File: src/rtl/eth_rx_pkg.sv
// Shared types and constants for the RGMII receive framer.
// No logic; no latency; no backpressure.
// Holds the framer state encoding and the Ethernet CRC-32 constants.
package eth_rx_pkg;

    typedef enum logic [2:0] {
        ST_IDLE,
        ST_PRE,
        ST_DATA,
        ST_DROP,
        ST_CHECK
    } rx_state_t;

    localparam logic [31:0] CRC_POLY    = 32'hEDB88320;
    localparam logic [31:0] CRC_INIT    = 32'hFFFFFFFF;
    localparam logic [31:0] CRC_RESIDUE = 32'hDEBB20E3;
    localparam logic [3:0]  PRE_NIB     = 4'h5;
    localparam logic [3:0]  SFD_NIB     = 4'hD;

endpackage

File: src/rtl/crc32_nib.sv
// Reflected CRC-32 update for one nibble, LSB first.
// Purely combinational, zero latency.
// No backpressure; the caller decides when to register the result.
module crc32_nib
    import eth_rx_pkg::*;
(
    input  logic [31:0] crc_in,
    input  logic [3:0]  nib,
    output logic [31:0] crc_out
);

    always_comb begin
        crc_out = crc_in;
        for (int i = 0; i < 4; i++) begin
            crc_out = (crc_out >> 1) ^ (((crc_out[0] ^ nib[i]) == 1'b1) ? CRC_POLY : 32'h0);
        end
    end

endmodule

File: src/rtl/rgmii_rx_framer.sv
// RGMII 10/100 receive framer: strips preamble, builds bytes, checks FCS/length into a ring.
// Each byte is written the cycle after its high nibble; status pulses two cycles after RX_DV falls.
// No backpressure on the line: a full ring aborts the frame. RX_MAC_FILTER_EN adds the DA filter.
module rgmii_rx_framer
    import eth_rx_pkg::*;
#(
    parameter int          ADDR_W    = 11,
    parameter int          MIN_LEN   = 64,
    parameter int          MAX_LEN   = 1518,
    parameter logic [47:0] LOCAL_MAC = 48'h02_00_00_00_00_01
) (
    input  logic              rxclk,
    input  logic              rst_n,
    input  logic              rxctl,
    input  logic [3:0]        rxd,
    input  logic [ADDR_W-1:0] rd_ptr,
    output logic              wr_en,
    output logic [ADDR_W-1:0] wr_addr,
    output logic [7:0]        wr_data,
    output logic              frm_done,
    output logic              frm_ok,
    output logic [10:0]       frm_len,
    output logic [ADDR_W-1:0] frm_base,
    output logic [15:0]       err_cnt
);

    rx_state_t         state, state_nxt;
    logic [31:0]       crc, crc_upd;
    logic [10:0]       len;
    logic              phase;
    logic [3:0]        low_nib;
    logic [ADDR_W-1:0] wr_ptr, base, wr_ptr_inc;
    logic              ovf, bad, quiet;

    logic frm_start, sfd, crc_en, latch_low, wr_go;
    logic set_ovf, set_bad, set_quiet, rewind, report;
    logic full, len_max, good, mac_drop;

    crc32_nib u_crc (
        .crc_in  (crc),
        .nib     (rxd),
        .crc_out (crc_upd)
    );

    assign wr_ptr_inc = wr_ptr + 1'b1;
    assign full       = (wr_ptr_inc == rd_ptr);
    assign len_max    = (len == 11'(MAX_LEN));
    assign good       = !bad && !ovf && !phase && (crc == CRC_RESIDUE) &&
                        (len >= 11'(MIN_LEN)) && (len <= 11'(MAX_LEN));

`ifdef RX_MAC_FILTER_EN
    // Running match flags for unicast-to-us and broadcast over DA bytes 0..5.
    logic       uc_m, bc_m, uc_nxt, bc_nxt;
    logic [7:0] mac_b;

    always_comb begin
        case (len[2:0])
            3'd0:    mac_b = LOCAL_MAC[47:40];
            3'd1:    mac_b = LOCAL_MAC[39:32];
            3'd2:    mac_b = LOCAL_MAC[31:24];
            3'd3:    mac_b = LOCAL_MAC[23:16];
            3'd4:    mac_b = LOCAL_MAC[15:8];
            default: mac_b = LOCAL_MAC[7:0];
        endcase
        uc_nxt   = uc_m && ({rxd, low_nib} == mac_b);
        bc_nxt   = bc_m && ({rxd, low_nib} == 8'hFF);
        mac_drop = (len == 11'd5) && !uc_nxt && !bc_nxt;
    end

    always_ff @(posedge rxclk or negedge rst_n) begin
        if (!rst_n) begin
            uc_m <= 1'b1;
            bc_m <= 1'b1;
        end else if (sfd) begin
            uc_m <= 1'b1;
            bc_m <= 1'b1;
        end else if (wr_go && (len < 11'd6)) begin
            uc_m <= uc_nxt;
            bc_m <= bc_nxt;
        end
    end
`else
    logic unused_mac;
    assign unused_mac = ^LOCAL_MAC;
    assign mac_drop   = 1'b0;
`endif

    always_ff @(posedge rxclk or negedge rst_n) begin
        if (!rst_n) state <= ST_IDLE;
        else        state <= state_nxt;
    end

    always_comb begin
        state_nxt = state;
        frm_start = 1'b0;
        sfd       = 1'b0;
        crc_en    = 1'b0;
        latch_low = 1'b0;
        wr_go     = 1'b0;
        set_ovf   = 1'b0;
        set_bad   = 1'b0;
        set_quiet = 1'b0;
        rewind    = 1'b0;
        report    = 1'b0;
        case (state)
            ST_IDLE: begin
                if (rxctl) begin
                    if (rxd == PRE_NIB) begin
                        state_nxt = ST_PRE;
                        frm_start = 1'b1;
                    end else begin
                        state_nxt = ST_DROP;
                        set_quiet = 1'b1;
                    end
                end
            end
            ST_PRE: begin
                if (!rxctl) begin
                    state_nxt = ST_IDLE;
                end else if (rxd == SFD_NIB) begin
                    state_nxt = ST_DATA;
                    sfd       = 1'b1;
                end else if (rxd != PRE_NIB) begin
                    state_nxt = ST_DROP;
                    set_bad   = 1'b1;
                end
            end
            ST_DATA: begin
                if (!rxctl) begin
                    state_nxt = ST_CHECK;
                end else begin
                    crc_en = 1'b1;
                    if (!phase) begin
                        latch_low = 1'b1;
                    end else if (len_max) begin
                        state_nxt = ST_DROP;
                        set_bad   = 1'b1;
                    end else if (mac_drop) begin
                        // Filtered frames vanish: rewind now, never report.
                        state_nxt = ST_DROP;
                        set_quiet = 1'b1;
                        rewind    = 1'b1;
                    end else if (full) begin
                        state_nxt = ST_DROP;
                        set_ovf   = 1'b1;
                    end else begin
                        wr_go = 1'b1;
                    end
                end
            end
            ST_DROP: begin
                if (!rxctl) state_nxt = quiet ? ST_IDLE : ST_CHECK;
            end
            ST_CHECK: begin
                report    = 1'b1;
                frm_start = rxctl;
                state_nxt = rxctl ? ST_PRE : ST_IDLE;
            end
            default: state_nxt = ST_IDLE;
        endcase
    end

    always_ff @(posedge rxclk or negedge rst_n) begin
        if (!rst_n) begin
            crc      <= CRC_INIT;
            len      <= '0;
            phase    <= 1'b0;
            low_nib  <= '0;
            wr_ptr   <= '0;
            base     <= '0;
            ovf      <= 1'b0;
            bad      <= 1'b0;
            quiet    <= 1'b0;
            wr_en    <= 1'b0;
            wr_addr  <= '0;
            wr_data  <= '0;
            frm_done <= 1'b0;
            frm_ok   <= 1'b0;
            frm_len  <= '0;
            frm_base <= '0;
            err_cnt  <= '0;
        end else begin
            wr_en    <= 1'b0;
            frm_done <= 1'b0;
            if (frm_start) begin
                bad   <= 1'b0;
                ovf   <= 1'b0;
                quiet <= 1'b0;
                len   <= '0;
            end
            if (sfd) begin
                crc   <= CRC_INIT;
                len   <= '0;
                phase <= 1'b0;
            end
            if (crc_en)    crc <= crc_upd;
            if (latch_low) begin
                low_nib <= rxd;
                phase   <= 1'b1;
            end
            if (wr_go) begin
                wr_en   <= 1'b1;
                wr_addr <= wr_ptr;
                wr_data <= {rxd, low_nib};
                wr_ptr  <= wr_ptr_inc;
                len     <= len + 1'b1;
                phase   <= 1'b0;
            end
            if (set_bad)   bad   <= 1'b1;
            if (set_ovf)   ovf   <= 1'b1;
            if (set_quiet) quiet <= 1'b1;
            if (rewind)    wr_ptr <= base;
            if (report) begin
                frm_done <= 1'b1;
                frm_ok   <= good;
                frm_len  <= len;
                frm_base <= base;
                if (good) begin
                    base <= wr_ptr;
                end else begin
                    wr_ptr <= base;
                    if (err_cnt != 16'hFFFF) err_cnt <= err_cnt + 1'b1;
                end
            end
        end
    end

endmodule

File: config.mk
export PLATFORM = sky130hd
export DESIGN_NAME = rgmii_rx_framer
export DESIGN_NICKNAME = d
export VERILOG_FILES = /design/src/rtl/eth_rx_pkg.sv /design/src/rtl/crc32_nib.sv /design/src/rtl/rgmii_rx_framer.sv
export SDC_FILE = /design/constraint.sdc
export NUM_CORES = 1
export LEC_CHECK = 0
export ABC_AREA = 1
export CAP_MARGIN = 20
export CORE_ASPECT_RATIO = 1.1
export CORE_MARGIN = 1.5
export CORE_UTILIZATION = 60
export DETAILED_ROUTE_END_ITERATION = 7
export GPL_TIMING_DRIVEN = 0
export PLACE_DENSITY = 0.84
export SYNTH_ARGS = -nofsm -noshare
export SYNTH_HDL_FRONTEND = slang
export SYNTH_SLANG_ARGS = --single-unit
File: constraint.sdc
create_clock -name rxclk -period 5.5 [get_ports rxclk]
set_input_delay 0.825 -clock rxclk [delete_from_list [all_inputs] [get_ports rxclk]]
set_output_delay 0.825 -clock rxclk [all_outputs]
set_load 0.005 [all_outputs]
==> reports/results.md, run 1 <==
| Metric | Value | Unit |
|:---|:---|:---|
| Run status | completed | - |
| Violation count after the first detailed-route iteration | 403 | - |
| Slowest Stage Delay on Critical Path | 0.49 | ns |
| Highest achievable clock rate | 371 | MHz |
| Placement row count | 41 | - |
| First-pass GRT wire length | 27.1 | mm |
| Maximum number of pins on one net before global-route repair | 80 | - |
| Cell Pwr Density | 515 | nW/um^2 |
| Arr. time, crit path | 3.04 | ns |
| Dpl cell area | 7940 | sq um |
| Critical path's most frequent cell | sky130_fd_sc_hd__inv_1 | - |
| Area growth from synthesis to layout | 22.1 | % |
| Launching element type of the critical path | input pin | - |
| Number of distinct library cell variants in the gate-level netlist after synthesis | 39 | - |
| Detailed-route wire length per cell | 14.4 | microns |
| Clock latency at the later pin of the worst-skew pair | 0.42 | ns |
| CTS H-tree lvls | 4 | - |
| Type of the setup path with the least slack | input pin to flop | - |
| Layout net count | 989 | - |
| Final period utilization | 49.1 | % |
| R2R depth | 13 | - |
| Vias per cell | 5.44 | - |
| DRC violations left | 0 | - |
| Pins Over Slew Limit | 0 | - |
| Synthesized netlist net count | 892 | - |
| TritonCTS clock tree | done | - |
| Routed Wire Length | 16.3 | mm |
| Worst Setup End Kind | flop | - |
| Clock slew seen by the registers of the worst setup and hold paths | 0.06 | ns |
| Mean post-synth cell area | 8.00 | sq um |
| Placed wire-length estimate | 11.3 | mm |
| Fill count | 861 | - |
| Number of antenna violations at the first check in global routing | 0 | - |
| Drt pass-1 iters | 7 | - |
| Buffers added on ports | 77 | - |
| Synth Register Bits | 136 | - |
| Class of the most critical hold timing path | input pin to async pin | - |
| Count of buffers added by post-CTS timing repair for setup | 0 | - |
| Num Clock Sinks | 136 | - |
| Final Critical Period | 2.70 | ns |
| Setup violation total in the final timing report | 0 | - |
| Share of final-layout standard cells stronger than drive strength 1 | 8.98 | % |
| Count of mapped cells out of synthesis | 870 | - |
| Overall die area | 12300 | sq um |
| Cell area after layout | 8500 | sq um |
| Peak fanout along the critical path | 10 | - |
| Hold violation total from the final report | 0 | - |
| Leakage dissipation | 4.02 | nW |
| Total chip power | 4.37 | mW |
| Count of instances resized after the clock tree is built | 0 | - |
| # diodes | 0 | - |
| Final weighted congestion in routability-driven placement | 0.920 | - |
| Via count | 6152 | - |
| Slew of the pin with the lowest slew margin | 0.698 | ns |
| Critical Path, Cell by Cell | clkdlybuf4s50_1 -> inv_1 -> nand3_1 -> nor2_1 -> nand2_1 -> inv_1 -> nor2_2 -> inv_1 -> clkbuf_1 -> o21ai_0 -> inv_1 | - |
| Number of maximum-capacitance constraint violations | 0 | - |
| Fin worst setup slack | 2.80 | ns |
| Max transition margin | 53.3 | % |
| Setup repair after global routing missed its margin | false | - |
| Gr usage total | 27.9 | % |
| Core footprint | 11400 | sq um |
| Yosys synthesis warning count | 0 | - |
| Post-route antenna net violation count | 0 | - |
| Hold buffer count at CTS | 0 | - |
| Final Hold Slack | 0.366 | ns |
| Die Height | 116 | microns |
| Maximum buffer depth of the clock tree | 2 | - |
| CP Data Required Time | 5.84 | ns |
| Total overflow reported by the global router | 0 | - |
| Overall die width | 106 | microns |
| Maximum clock skew at final layout | 0.00778 | ns |
| TritonCTS buffer count | 17 | - |
| CP max-delay cell | sky130_fd_sc_hd__clkdlybuf4s50_1 | - |
| Sequential fraction of the synthesis area | 49.5 | % |
| Starting density of the core | 61.1 | % |
| Post-placement setup slack | 2.46 | ns |
| Count of boundary I/O pins | 78 | - |
| Via count of the first global-routing pass | 5769 | - |
| Worst IR drop on VDD | 0.291 | mV |
| Area of the mapped netlist | 6960 | sq um |
| Clock root cell | sky130_fd_sc_hd__clkbuf_16 | - |
==> stage by stage <==
stage,TNS (ns),instances,utilization (%)
floorplan,0,870,-
global placement,-168.84,1097,69.5
detailed placement,0,1098,69.8
CTS,0,1130,74.6
global route,0,1130,74.6
finish,0,1130,74.6
==> worst max-delay path: cells and delay by family <==
family                 cells  cell delay, ns
AOI/OAI and AO/OA          1            0.24
buffers and inverters      6            1.25
and+or+nand+nor            4            0.71
==> logic make-up after synthesis <==
group           count (synthesis)  synth area share, %
simple gates                  385                 24.1
buf+inv                       153                 8.83
compound gates                148                 11.3
flops                         136                 49.5
xor+xnor                       44                 5.54
fa+ha+maj                       4                0.719
==> sequential cells by signal (all words and copies together) (netlist names) <==
name and count:
frm_ok 1, len 11, low_nib 4, crc 32, bad 1, wr_data 8, quiet 1, state 3
wr_ptr 11, ovf 1, frm_done 1, frm_len 11, wr_en 1, phase 1, wr_addr 11, frm_base 11
err_cnt 16, base 11
==> final timing paths <==
kind                        startpoint     endpoint  slack (ns)
max                             rxd[1]       crc[2]        2.80
min                              rst_n       len[7]        0.37
max reg2reg                  wr_ptr[0]   wr_addr[3]        2.97
min reg2reg                frm_base[7]  frm_base[7]        0.46
max in group asynchronous        rst_n      crc[21]        4.32
min in group rxclk         frm_base[7]  frm_base[7]        0.46
==> layout make-up <==
cell class              instances  area (sq um)  area share, %
plain buffers                  27           141           1.66
inverters                     126           473           5.57
well taps                     150           188           2.21
flip-flops and latches        136          3440           40.5
repair buffers                 78           800           9.41
clock inverters                 9          73.8          0.869
multi-input cells             581          2900           34.1
clock buffers                  23           478           5.63
==> cell usage in the layout, fill, tap and decap left out, drive strengths merged, types with 3 or more instances in the layout <==
| cell type | Yosys | layout |
|---|---|---|
| nor2 | 59 | 59 |
| ha | 4 | 4 |
| o22ai | 15 | 15 |
| buf | 11 | 13 |
| inv | 126 | 126 |
| clkdlybuf4s50 | 0 | 76 |
| nand3b | 3 | 3 |
| nand4 | 11 | 11 |
| a21oi | 21 | 21 |
| nand2 | 222 | 222 |
| nor3 | 16 | 16 |
| xor2 | 30 | 30 |
| nand3 | 70 | 70 |
| clkinv | 0 | 6 |
| dfstp | 32 | 32 |
| a22oi | 4 | 4 |
| dfrtp | 104 | 104 |
| clkbuf | 16 | 39 |
| o21ai | 101 | 101 |
| xnor2 | 14 | 14 |
==> power by group <==
group	internal [mW]	leakage, nW	switching, mW	total (mW)
Clock	0.651	0.270	0.413	1.06
Sequential	1.42	1.69	0.250	1.67
Combinational	0.679	2.06	0.964	1.64
Total	2.75	4.02	1.63	4.37
==> Yosys cell counts <==
| master | n | area, sq um |
|---|---|---|
| sky130_fd_sc_hd__dfrtp_1 | 104 | 2600 |
| sky130_fd_sc_hd__o31ai_1 | 2 | 15.0 |
| sky130_fd_sc_hd__nand3_2 | 1 | 10.0 |
| sky130_fd_sc_hd__nor2_4 | 2 | 22.5 |
| sky130_fd_sc_hd__a21oi_1 | 21 | 105 |
| sky130_fd_sc_hd__a22oi_1 | 4 | 30.0 |
| sky130_fd_sc_hd__ha_1 | 4 | 50.1 |
| sky130_fd_sc_hd__inv_2 | 3 | 11.3 |
| sky130_fd_sc_hd__or2_2 | 2 | 12.5 |
| sky130_fd_sc_hd__nor3_1 | 13 | 65.1 |
| sky130_fd_sc_hd__xor2_1 | 30 | 263 |
| sky130_fd_sc_hd__nor2_8 | 1 | 20.0 |
| sky130_fd_sc_hd__clkbuf_1 | 16 | 60.1 |
| sky130_fd_sc_hd__o22a_1 | 1 | 8.76 |
| sky130_fd_sc_hd__nand3b_1 | 3 | 22.5 |
| sky130_fd_sc_hd__nand2_1 | 219 | 822 |
| sky130_fd_sc_hd__o21bai_1 | 1 | 7.51 |
| sky130_fd_sc_hd__nand2_2 | 2 | 12.5 |
| sky130_fd_sc_hd__nor2_2 | 1 | 6.26 |
| sky130_fd_sc_hd__nand2_4 | 1 | 11.3 |
| sky130_fd_sc_hd__nand4_1 | 11 | 68.8 |
| sky130_fd_sc_hd__o22ai_1 | 15 | 93.8 |
| sky130_fd_sc_hd__dfstp_2 | 32 | 841 |
| sky130_fd_sc_hd__o21a_1 | 1 | 7.51 |
| sky130_fd_sc_hd__nor2_1 | 55 | 206 |
| sky130_fd_sc_hd__xnor2_1 | 14 | 123 |
| sky130_fd_sc_hd__buf_1 | 1 | 3.75 |
| sky130_fd_sc_hd__o21ai_0 | 93 | 465 |
| sky130_fd_sc_hd__buf_2 | 5 | 25.0 |
| sky130_fd_sc_hd__nor3_4 | 1 | 16.3 |
| sky130_fd_sc_hd__o21ai_1 | 8 | 40.0 |
| sky130_fd_sc_hd__inv_1 | 123 | 462 |
| sky130_fd_sc_hd__buf_6 | 4 | 45.0 |
| sky130_fd_sc_hd__nor3_2 | 2 | 20.0 |
| sky130_fd_sc_hd__o211ai_1 | 1 | 7.51 |
| sky130_fd_sc_hd__buf_4 | 1 | 7.51 |
| sky130_fd_sc_hd__o32ai_1 | 1 | 8.76 |
| sky130_fd_sc_hd__nor4_1 | 2 | 12.5 |
| sky130_fd_sc_hd__nand3_1 | 69 | 345 |
==> routing by layer <==
layer	up-vias	part of all wire [%]	GRT usage [%]
li1	2996	-	-
met1	2874	42	35.3
met2	252	50	48.0
met3	30	6.0	4.72
met4	0	1.9	12.0
met5	-	0	0
Power figures use the tool's default switching activity.
==> run 2, diff against run 1 <==
Settings changed: CORE_UTILIZATION 60 to 57, PLACE_DENSITY 0.84 to 0.81.
Clock period 5.5 ns to 2.5 ns, I/O delays scaled along.
==> run 2 against run 1 <==
  * Highest routed layer unchanged
  * Sequential power up 120%
  * Worst setup slack worse by 2.6 ns
  * Largest cell class unchanged
  * Global-route usage down 0.79 points
==> reports/results.md, run 2 (synthesis gave the netlist of run 1 again) <==
| Metric | Value | Unit | vs previous |
|:---|:---|:---|:---|
| Commonest cells after routing, fill and taps aside | sky130_fd_sc_hd__nand2_1 (219), sky130_fd_sc_hd__inv_1 (123), sky130_fd_sc_hd__dfrtp_1 (104) | - | unchanged |
| Maximum clock skew at final layout | 0.00616 | ns | was 0.00778 ns |
| Class of the most critical hold timing path | flop to flop | - | was input pin to async pin |
| CP Data Required Time | 2.78 | ns | was 5.84 ns |
| Final weighted congestion in routability-driven placement | 0.905 | - | was 0.920 |
| Clock slew seen by the registers of the worst setup and hold paths | 0.06 | ns | about the same |
| First-pass GRT wire length | 27.5 | mm | was 27.1 mm |
| Number of flip-flops under the largest register name | 32 | - | unchanged |
| Peak fanout along the critical path | 10 | - | unchanged |
| Buffers added on ports | 77 | - | unchanged |
| Fill count | 956 | - | was 861 |
| Number of antenna violations at the first check in global routing | 0 | - | unchanged |
| Total overflow reported by the global router | 0 | - | unchanged |
| Critical Path, Cell by Cell | inv_1 -> nor4_1 -> nand4_1 -> nor2_1 -> nand3_1 -> o211ai_1 -> clkbuf_1 -> o21ai_0 | - | was clkdlybuf4s50_1 -> inv_1 -> nand3_1 -> nor2_1 -> nand2_1 -> inv_1 -> nor2_2 -> inv_1 -> clkbuf_1 -> o21ai_0 -> inv_1 |
| Start point of the critical path | crc[1] | - | was rxd[1] |
| Total Neg Setup Slack | 0 | ns | unchanged |
| Worst IR drop on VDD | 0.632 | mV | was 0.291 mV |
| Maximum buffer depth of the clock tree | 2 | - | unchanged |
| Type of the setup path with the least slack | flop to flop | - | was input pin to flop |
| Count of boundary I/O pins | 78 | - | unchanged |
| Worst hold start | frm_base[3] | - |  |
| Overall die width | 108 | microns | was 106 microns |
| Dpl cell area | 7950 | sq um | was 7940 sq um |
| Via count of the first global-routing pass | 5873 | - | was 5769 |
| Arr. time, crit path | 2.56 | ns | was 3.04 ns |
| Routed Wire Length | 16.5 | mm | was 16.3 mm |
| Gr usage total | 27.1 | % | was 27.9% |
| Startpoint of the most critical register-to-register path | crc[1] | - | was wr_ptr[0] |
| Overall die area | 12900 | sq um | was 12300 sq um |
| Largest registers | crc x32, err_cnt x16 | - | unchanged |
| Num Clock Sinks | 136 | - | unchanged |
| DRC violations left | 0 | - | unchanged |
| Clock root cell | sky130_fd_sc_hd__clkbuf_16 | - | unchanged |
| Final period utilization | 91.2 | % |  |
| Detailed route wirelength on metal3 | 864 | microns | was 981 microns |
| Detail Route met2 WL | 8.04 | mm | was 8.15 mm |
| DP Cell Count | 1102 | - | was 1098 |
| Leakage dissipation | 4.08 | nW | was 4.02 nW |
| Number of maximum-capacitance constraint violations | 0 | - | unchanged |
| Violation count after the first detailed-route iteration | 410 | - | was 403 |
| Maximum number of pins on one net before global-route repair | 87 | - | was 80 |
| CTS H-tree lvls | 4 | - | unchanged |
| Drt pass-1 iters | 5 | - | was 7 |
| Setup violation total in the final timing report | 0 | - | unchanged |
| Max transition margin | 49.3 | % | was 53.3% |
| Vias per cell | 5.40 | - | was 5.44 |
| Worst Setup End Kind | flop | - | unchanged |
| TritonCTS clock tree | done | - | unchanged |
| Total chip power | 9.85 | mW | was 4.37 mW |
| Pins Over Slew Limit | 0 | - | unchanged |
| Starting density of the core | 58.1 | % | was 61.1% |
| Most frequent standard cell in the layout excluding fill and tap cells | sky130_fd_sc_hd__nand2_1 | - | unchanged |
| Fin worst setup slack | 0.221 | ns | was 2.80 ns |
| Die Height | 119 | microns | was 116 microns |
| Cell area after layout | 8610 | sq um | was 8500 sq um |
| TritonCTS buffer count | 17 | - | unchanged |
| CP max-delay cell | sky130_fd_sc_hd__dfstp_2 | - | was sky130_fd_sc_hd__clkdlybuf4s50_1 |
| Hold violation total from the final report | 0 | - | unchanged |
| Slowest Stage Delay on Critical Path | 0.53 | ns | was 0.49 ns |
| Layout net count | 990 | - | was 989 |
| Via count | 6124 | - | was 6152 |
| Placed wire-length estimate | 11.4 | mm | was 11.3 mm |
| Post-placement setup slack | -0.0892 | ns | was 2.46 ns |
| Slew of the pin with the lowest slew margin | 0.757 | ns | was 0.698 ns |
| Post-route antenna net violation count | 0 | - | unchanged |
| Top routing layer in use | met4 | - | unchanged |
| Core footprint | 12000 | sq um | was 11400 sq um |
| Highest achievable clock rate | 439 | MHz |  |
| Setup repair after global routing missed its margin | false | - | unchanged |
| Launching element type of the critical path | flop | - | was input pin |
| Clock latency at the later pin of the worst-skew pair | 0.41 | ns | was 0.42 ns |
| Cell Pwr Density | 1140 | nW/um^2 | was 515 nW/um^2 |
| Final Critical Period | 2.28 | ns |  |
| Largest Register | crc | - | unchanged |
| Share of final-layout standard cells stronger than drive strength 1 | 9.68 | % | was 8.98% |
| Detailed-route wire length per cell | 14.5 | microns | was 14.4 microns |
| End-of-flow core utilization | 71.9 | % | was 74.6% |
| Run status | completed | - | unchanged |
| Placement row count | 42 | - | was 41 |
| Final Hold Slack | 0.467 | ns | was 0.366 ns |
| Area growth from synthesis to layout | 23.8 | % | was 22.1% |
| # diodes | 0 | - | unchanged |
| Post-route insts no fill | 1135 | - | was 1130 |
| Met1 layer wirelength in the final routing | 7.14 | mm | was 6.89 mm |
[run 2: changes by cell type in the layout (fill, tap and decap cells not counted), sizes merged]
cell	change
clkinv	-4
clkbuf	+3
inv	+3
bufinv	-1
clkinvlp	-1
dlygate4sd3	+1
[run 2: power breakdown]
part,internal [mW],switching [mW],leakage (nW),total [mW]
Sequential,3.12,0.559,1.69,3.67
Combinational,1.51,2.08,2.07,3.59
Clock,1.65,0.934,0.315,2.58
[run 2: path summary, 6_finish.rpt]
kind / depth (start not counted) / endpoint / slack [ns]
hold reg to reg: 2 / frm_base[3] / 0.47
hold / removal: 2 / frm_base[3] / 0.47
max in group asynchronous: 3 / crc[25] / 1.23
setup / recovery: 8 / err_cnt[14] / 0.22
min in group asynchronous: 2 / frm_len[7] / 0.48
setup reg to reg: 8 / err_cnt[14] / 0.22
[run 2: repair_timing]
action                                  4_1_cts  5_1_grt
endpoints found under the setup margin        0       20
hold buffers                                  1        0
hold endpoints to repair                     24        0
setup buffers                                 0        0
resized for setup                             0        8
[run 2: area by class of cell]
cell class              instances  area, sq um  share of cell area (%)
multi-input cells             581         2910                    33.8
repair buffers                 79          810                    9.40
flip-flops and latches        136         3440                    40.0
well taps                     154          193                    2.24
inverters                     126          473                    5.49
clock inverters                 6         40.0                   0.465
clock buffers                  26          596                    6.92
plain buffers                  27          145                    1.69
[run 2: routing by layer]
metal / vias to the layer above / global-route usage [%]
li1: 2986 / -
met1: 2901 / 35.1
met2: 198 / 44.6
met3: 39 / 4.93
met4: 0 / 11.8
met5: - / 0
[run 2: worst max-delay path: cells and delay by family, from the launching register on]
kind                   cells  cell delay (ns)
AO/OA/AOI/OAI              2             0.38
buffers and inverters      2             0.40
flip-flops                 1             0.53
AND/OR/NAND/NOR            4             0.82
